### src/rtl/hazard_stall_sequencer_pkg.sv
// Shared definitions for the IF/ID pipeline-control sequencer and the hazard
// detection logic that feeds it.
//   - state_e      : sequencer state encoding
//   - Ctrl*        : 4-bit control vectors {PCWrite, DecodeRegWrite, MuxControl, flushControl}
//   - Opcode/Funct : mult/div and JR decode constants shared with hazard detection
//   - cnt_width()  : width of the shared flush / mult-div down-counter
package hazard_stall_sequencer_pkg;

    typedef enum logic [1:0] {
        StRun    = 2'd0,
        StFlush  = 2'd1,
        StMuldiv = 2'd2
    } state_e;

    localparam logic [3:0] CtrlStall  = 4'b0000;
    localparam logic [3:0] CtrlFlush  = 4'b1111;
    localparam logic [3:0] CtrlNormal = 4'b1110;

    localparam logic [5:0] OpcodeRtype = 6'b000000;
    localparam logic [5:0] FunctJr     = 6'b001000;
    localparam logic [5:0] FunctMult   = 6'b011000;
    localparam logic [5:0] FunctMultu  = 6'b011001;
    localparam logic [5:0] FunctDiv    = 6'b011010;
    localparam logic [5:0] FunctDivu   = 6'b011011;

    // R-type mult/div decode, used by hazard detection to raise muldiv_start.
    function automatic logic is_muldiv(input logic [5:0] opcode, input logic [5:0] funct);
        return (opcode == OpcodeRtype) &&
               ((funct == FunctMult) || (funct == FunctMultu) ||
                (funct == FunctDiv)  || (funct == FunctDivu));
    endfunction

    // clog2 of the larger latency, never narrower than one bit.
    function automatic int unsigned cnt_width(input int unsigned muldiv_lat,
                                              input int unsigned flush_cycles);
        int unsigned max_lat;
        max_lat = (muldiv_lat > flush_cycles) ? muldiv_lat : flush_cycles;
        return (max_lat > 2) ? $clog2(max_lat) : 1;
    endfunction

endpackage

### src/rtl/hazard_stall_sequencer_sat_counter.sv
// Saturating up-counter with synchronous active-high reset.
//   clk_i   : clock, rising edge
//   rst_i   : synchronous reset, active-high (count -> 0)
//   inc_i   : add one this cycle (held at all-ones once reached)
//   clear_i : synchronous clear, wins over inc_i
//   count_o : current count
module hazard_stall_sequencer_sat_counter #(
    parameter int unsigned Width = 16
) (
    input  logic             clk_i,
    input  logic             rst_i,
    input  logic             inc_i,
    input  logic             clear_i,
    output logic [Width-1:0] count_o
);

    logic [Width-1:0] count_q, count_d;

    always_comb begin
        count_d = count_q;
        if (clear_i) begin
            count_d = '0;
        end else if (inc_i && (count_q != {Width{1'b1}})) begin
            count_d = count_q + 1'b1;
        end
    end

    always_ff @(posedge clk_i) begin
        if (rst_i) begin
            count_q <= '0;
        end else begin
            count_q <= count_d;
        end
    end

    assign count_o = count_q;

endmodule

### src/rtl/hazard_stall_sequencer.sv
// IF/ID pipeline-control sequencer. Arbitrates redirects, fixed-latency
// mult/div occupancy and per-cycle dependency stalls into the four control
// lines of the PC / IF-ID / ID-EX registers, and keeps a stall watchdog plus
// saturating performance counters.
//   Clk, Reset     : clock (rising edge), synchronous active-high reset
//   dep_stall      : dependency stall request from hazard detection
//   redirect       : taken branch / resolved JR this cycle
//   muldiv_start   : mult/div issuing from decode this cycle
//   PCWrite        : PC write enable
//   DecodeRegWrite : IF/ID write enable
//   MuxControl     : 1 = pass decode controls, 0 = bubble into ID/EX
//   flushControl   : clear IF/ID
//   muldiv_done    : pulse in the last mult/div stall cycle
//   stall_timeout  : sticky watchdog flag
//   stall_cycles   : saturating count of cycles with PCWrite = 0
//   flush_events   : saturating count of accepted redirects
module hazard_stall_sequencer
    import hazard_stall_sequencer_pkg::*;
#(
    parameter int unsigned MULDIV_LAT   = 4,
    parameter int unsigned FLUSH_CYCLES = 1,
    parameter int unsigned MAX_STALL    = 64,
    parameter int unsigned CNT_W        = 16
) (
    input  logic             Clk,
    input  logic             Reset,
    input  logic             dep_stall,
    input  logic             redirect,
    input  logic             muldiv_start,
    output logic             PCWrite,
    output logic             DecodeRegWrite,
    output logic             MuxControl,
    output logic             flushControl,
    output logic             muldiv_done,
    output logic             stall_timeout,
    output logic [CNT_W-1:0] stall_cycles,
    output logic [CNT_W-1:0] flush_events
);

    localparam int unsigned CntW = cnt_width(MULDIV_LAT, FLUSH_CYCLES);
    localparam int unsigned WdW  = $clog2(MAX_STALL + 1);

    // The cycle that enters FLUSH/MULDIV is already the first window cycle,
    // and the counter expires one cycle after reaching zero, hence the -2.
    localparam logic [CntW-1:0] MuldivReload = CntW'(MULDIV_LAT - 2);
    localparam logic [CntW-1:0] FlushReload  =
        (FLUSH_CYCLES > 1) ? CntW'(FLUSH_CYCLES - 2) : '0;
    localparam logic [WdW-1:0]  WdLast       = WdW'(MAX_STALL - 1);

    state_e          state_q, state_d;
    logic [CntW-1:0] cnt_q, cnt_d;
    logic            timeout_q, timeout_d;

    logic [3:0]      ctrl;
    logic            flush_acc;
    logic            done_raw;
    logic            wd_inc;
    logic            wd_hit;
    logic [WdW-1:0]  wd_count;

    always_comb begin
        state_d   = state_q;
        cnt_d     = cnt_q;
        ctrl      = CtrlNormal;
        flush_acc = 1'b0;
        done_raw  = 1'b0;
        wd_inc    = 1'b0;

        unique case (state_q)
            StRun: begin
                if (redirect) begin
                    ctrl      = CtrlFlush;
                    flush_acc = 1'b1;
                    if (FLUSH_CYCLES > 1) begin
                        state_d = StFlush;
                        cnt_d   = FlushReload;
                    end
                end else if (muldiv_start) begin
                    // A coincident dep_stall is covered by the mult/div stall.
                    ctrl    = CtrlStall;
                    state_d = StMuldiv;
                    cnt_d   = MuldivReload;
                end else if (dep_stall) begin
                    ctrl   = CtrlStall;
                    wd_inc = 1'b1;
                end
            end

            StFlush: begin
                ctrl = CtrlFlush;
                if (redirect) begin
                    flush_acc = 1'b1;
                    cnt_d     = FlushReload;
                end else if (cnt_q == '0) begin
                    state_d = StRun;
                end else begin
                    cnt_d = cnt_q - 1'b1;
                end
            end

            StMuldiv: begin
                // Upstream must not raise requests here; they are dropped.
                ctrl = CtrlStall;
                if (cnt_q == '0) begin
                    done_raw = 1'b1;
                    state_d  = StRun;
                end else begin
                    cnt_d = cnt_q - 1'b1;
                end
            end

            default: begin
                state_d = StRun;
                cnt_d   = '0;
            end
        endcase
    end

    // Timeout is raised on the edge where the watchdog reaches MAX_STALL.
    assign wd_hit    = wd_inc && (wd_count >= WdLast);
    assign timeout_d = timeout_q | wd_hit;

    always_ff @(posedge Clk) begin
        if (Reset) begin
            state_q   <= StRun;
            cnt_q     <= '0;
            timeout_q <= 1'b0;
        end else begin
            state_q   <= state_d;
            cnt_q     <= cnt_d;
            timeout_q <= timeout_d;
        end
    end

    assign {PCWrite, DecodeRegWrite, MuxControl, flushControl} = ctrl;

    // A reset that lands in the last mult/div cycle abandons the operation.
    assign muldiv_done   = done_raw & ~Reset;
    assign stall_timeout = timeout_q;

    hazard_stall_sequencer_sat_counter #(
        .Width (CNT_W)
    ) u_stall_cycles (
        .clk_i   (Clk),
        .rst_i   (Reset),
        .inc_i   (~ctrl[3]),
        .clear_i (1'b0),
        .count_o (stall_cycles)
    );

    hazard_stall_sequencer_sat_counter #(
        .Width (CNT_W)
    ) u_flush_events (
        .clk_i   (Clk),
        .rst_i   (Reset),
        .inc_i   (flush_acc),
        .clear_i (1'b0),
        .count_o (flush_events)
    );

    // Consecutive plain dependency-stall cycles; anything else restarts it.
    hazard_stall_sequencer_sat_counter #(
        .Width (WdW)
    ) u_watchdog (
        .clk_i   (Clk),
        .rst_i   (Reset),
        .inc_i   (wd_inc),
        .clear_i (~wd_inc),
        .count_o (wd_count)
    );

endmodule
### config.mk
export PLATFORM = sky130hd
export DESIGN_NAME = hazard_stall_sequencer
export DESIGN_NICKNAME = d
export VERILOG_FILES = /design/src/rtl/hazard_stall_sequencer_pkg.sv /design/src/rtl/hazard_stall_sequencer_sat_counter.sv /design/src/rtl/hazard_stall_sequencer.sv
export SDC_FILE = /design/constraint.sdc
export NUM_CORES = 1
export LEC_CHECK = 0
export CORE_MARGIN = 5
export CORE_UTILIZATION = 40
export CTS_BUF_LIST = sky130_fd_sc_hd__clkbuf_4 sky130_fd_sc_hd__clkbuf_8
export DETAILED_ROUTE_END_ITERATION = 6
export PLACE_DENSITY = 0.66
export SYNTH_ARGS = -nofsm -noshare
export SYNTH_HDL_FRONTEND = slang
export SYNTH_SLANG_ARGS = --single-unit
### constraint.sdc
create_clock -name Clk -period 1.7 [get_ports Clk]
set_input_delay 0.34 -clock Clk [delete_from_list [all_inputs] [get_ports Clk]]
set_output_delay 0.34 -clock Clk [all_outputs]
set_load 0.005 [all_outputs]
==> run_results.csv <==
group,metric,value,unit
outcome,status,"finished clean",
die,die-area,7570,µm²
worst_setup_path,r2r_end,"u_flush_events.count_o[9]$_SDFFE_PP0P_",
sta,fmax,0.606,GHz
run,max_cap_viol_count,0,
sta,fin_crit_sh,0.971,
finish,antenna_cells,0,
power_and_ir_drop,powerDensity,544,nW/µm²
clocking,clkLatencyLatePin,300,ps
clocking,root_buffer,"clkbuf_8",
worst_setup_path,r2r.worst_path.cells,7,
synth,avgSynthCellArea,8.88,µm²
global_route,antenna_found_initial,0,
detailed_routing,first_pass_iters,4,
worst_setup_path,cp.required,1930,ps
synth,async_reset_ff_frac,0,
synth,syn-num-nets,276,
finish,fin_util,0.585,
worst_setup_path,cp_max_fo,8,
detailed_routing,drtIter0Drc,129,
finish,mostFrequentLayoutCells,"buf_4, clkdlybuf4s50_1, nor2_1, dfxtp_1, a21oi_1",
die,io_pins,43,
sta,setup_ws,49.2,ps
placement,place_hpwl,4.53,mm
die,die_x,87.0,µm
finish,nets,362,
synth,ys.flop_type,"dfxtp_1",
detailed_routing,routed_wl,6.37,mm
clocking,htreeDepth,2,
die,rows,28,
placement,post_dp_cell_area,3130,µm²
placement,place_congestion,0.808,
sta,worst_slew_pin_slew,452,ps
placement,place_worst_setup_slack,-489,ps
sta,max_slew_margin,0.699,
power_and_ir_drop,irDropWorstVdd,0.283,mV
sta,worst_clock_skew,2.69,ps
global_route,grt_pass1_vias,2230,
synth,synth_edf_count,0,
sta,drv_slew,0,
global_route,grt_pass1_wl,10.6,mm
detailed_routing,routedWlPerCell,14.9,µm
synth,ys_warn_count,0,
clocking,cts_tree,"done",
detailed_routing,ant_nets,0,
worst_setup_path,start_kind,"input pin",
min_path,hold_depth,1,
detailed_routing,post-route-drc-count,0,
sta,setup_violations,0,
clocking,cts_buffer_depth,2,
detailed_routing,vias,2327,
min_path,worstHoldEndpoint,"u_flush_events.count_o[12]$_SDFFE_PP0P_",
sta,hold_viol,0,
power_and_ir_drop,cellLeakagePower,1.28,nW
synth,syn_area,2370,µm²
worst_setup_path,crit_path_end_kind,"flip-flop",
min_path,hold_start,"u_flush_events.count_o[12]$_SDFFE_PP0P_",
worst_setup_path,reg2reg_slack,70,ps
synth,netlist_instances,267,
clocking,holdBufCountCts,0,
global_route,grt_usage,0.174,
synth,yosysUniqueCellTypes,55,
worst_setup_path,r2r_start,"u_flush_events.count_o[0]$_SDFFE_PP0P_",
clocking,clock-sinks,43,
placement,io_buffers,42,
finish,drive_gt1_frac,0.353,
finish,syn2layout_area_growth,44.4,%
global_route,grt-ovfl-total,0,
finish,final_area,3420,µm²
worst_setup_path,startpoint,"dep_stall",
clocking,cts-buffers-inserted,5,
die,initial_utilization,0.405,
worst_setup_path,crit_arrival,1880,ps
detailed_routing,vias_per_cell,5.42,
sta,period_minus_slack,1650,ps
worst_setup_path,critPathKind,"in -> reg",
global_route,grt_max_degree,44,
synth,ys_ff_latch,43,
min_path,min_path_type,"reg -> reg",
die,core,5850,µm²
sta,rsz0062_at_grt,"true",
synth,seq_area_frac_synth,0.363,
die,fp.dieH,87.0,µm
clocking,clk_pin_slew,80,ps
finish,final_common_cell,"buf_4",
## cells in the mapped netlist (2+ instances only)
master	number	area share
nand4_2	2	0.011
buf_2	2	0.0042
o21bai_1	2	0.0063
nor2_1	22	0.035
dfxtp_1	43	0.36
nor4_1	5	0.013
or4_1	9	0.028
a21oi_1	20	0.042
ha_1	4	0.021
nor3_1	9	0.019
nor4b_1	2	0.0074
nor2b_1	9	0.024
nor4_4	4	0.036
nand3_1	14	0.030
o31ai_1	10	0.032
and4_1	4	0.015
inv_1	9	0.014
buf_4	2	0.0063
o211ai_1	3	0.0095
xnor2_1	5	0.018
mux2_2	9	0.043
clkbuf_1	4	0.0063
or3_1	4	0.011
and3_1	5	0.013
nand4_1	8	0.021
buf_6	2	0.0095
a31oi_1	4	0.011
nand2_1	11	0.017
nand2b_1	2	0.0053
mux2i_1	2	0.0084
o21ai_0	6	0.013
a211oi_1	5	0.016
and2_1	2	0.0053
o41ai_1	2	0.0074
## layer usage
layer | part of all wire | track usage | up-vias
met5 | 0 | 0 | -
met4 | 0.011 | 0.0496 | 0
met2 | 0.46 | 0.287 | 49
li1 | - | - | 1195
met3 | 0.043 | 0.0445 | 6
met1 | 0.48 | 0.223 | 1077
## state kept, by name (all words and copies together) (netlist names)
register and cells:
u_stall_cycles.count_o 16, state_q 1, cnt_q 2, stall_timeout 1, u_flush_events.count_o 16, u_watchdog.count_o 7
## area by class of cell
cell class	count	area, µm²
Tap cell	75	93.8
Clock buffer	5	68.8
Sequential cell	43	898
Multi-Input combinational cell	203	1540
Fill cell	525	2430
Inverter	9	33.8
Clock inverter	3	15.0
Timing Repair Buffer	91	774
## through the flow
step                      power [mW]  hold WS [ps]  TNS [ps]  cells
after global placement          1.23           470    -11020    416
after CTS                       1.89           485     -13.1    424
after global routing            1.95           523     -50.0    429
final                           1.86           489         0    429
after detailed placement        1.23           480    -12120    416
after floorplan                 1.15           460         0    267
## worst max-delay path, cell delays in order
cell	delay [ps]
clkdlybuf4s50_1	500
o21ba_4	190
nor2_4	50
buf_4	150
or4_1	500
a21oi_1	160
## power breakdown
group / internal, mW / total (mW) / switching [mW]
combinational: 0.0918 / 0.180 / 0.0883
sequential: 1.02 / 1.03 / 0.0159
clock: 0.282 / 0.649 / 0.367
total: 1.39 / 1.86 / 0.471
## how the worst max path moves through the flow
| stage | end | slack [ps] | cells past startpoint |
|---|---|---|---|
| after detailed placement | PCWrite | -490 | 4 |
| after floorplan | u_flush_events.count_o[13]$_SDFFE_PP0P_ | 120 | 5 |
| after global routing | u_stall_cycles.count_o[13]$_SDFFE_PP0P_ | -40 | 4 |
| final | u_stall_cycles.count_o[3]$_SDFFE_PP0P_ | 50 | 6 |
| after global placement | u_flush_events.count_o[8]$_SDFFE_PP0P_ | -450 | 7 |
| after CTS | PCWrite | -6 | 4 |
## repair_timing
action	4_1_cts	5_1_grt
pin swaps	2	8
endpoints found under the hold margin	0	0
buffers inserted	0	5
endpoints found under the setup margin	24	30
resized for setup	30	42
## cells by family after synthesis
group,synth area share
flops,0.363
mux,0.0512
compound gates,0.175
buf+inv,0.0501
fa+ha+maj,0.0211
simple gates,0.321
xor+xnor,0.0185
Note: power is estimated with default switching activity, not from simulation.
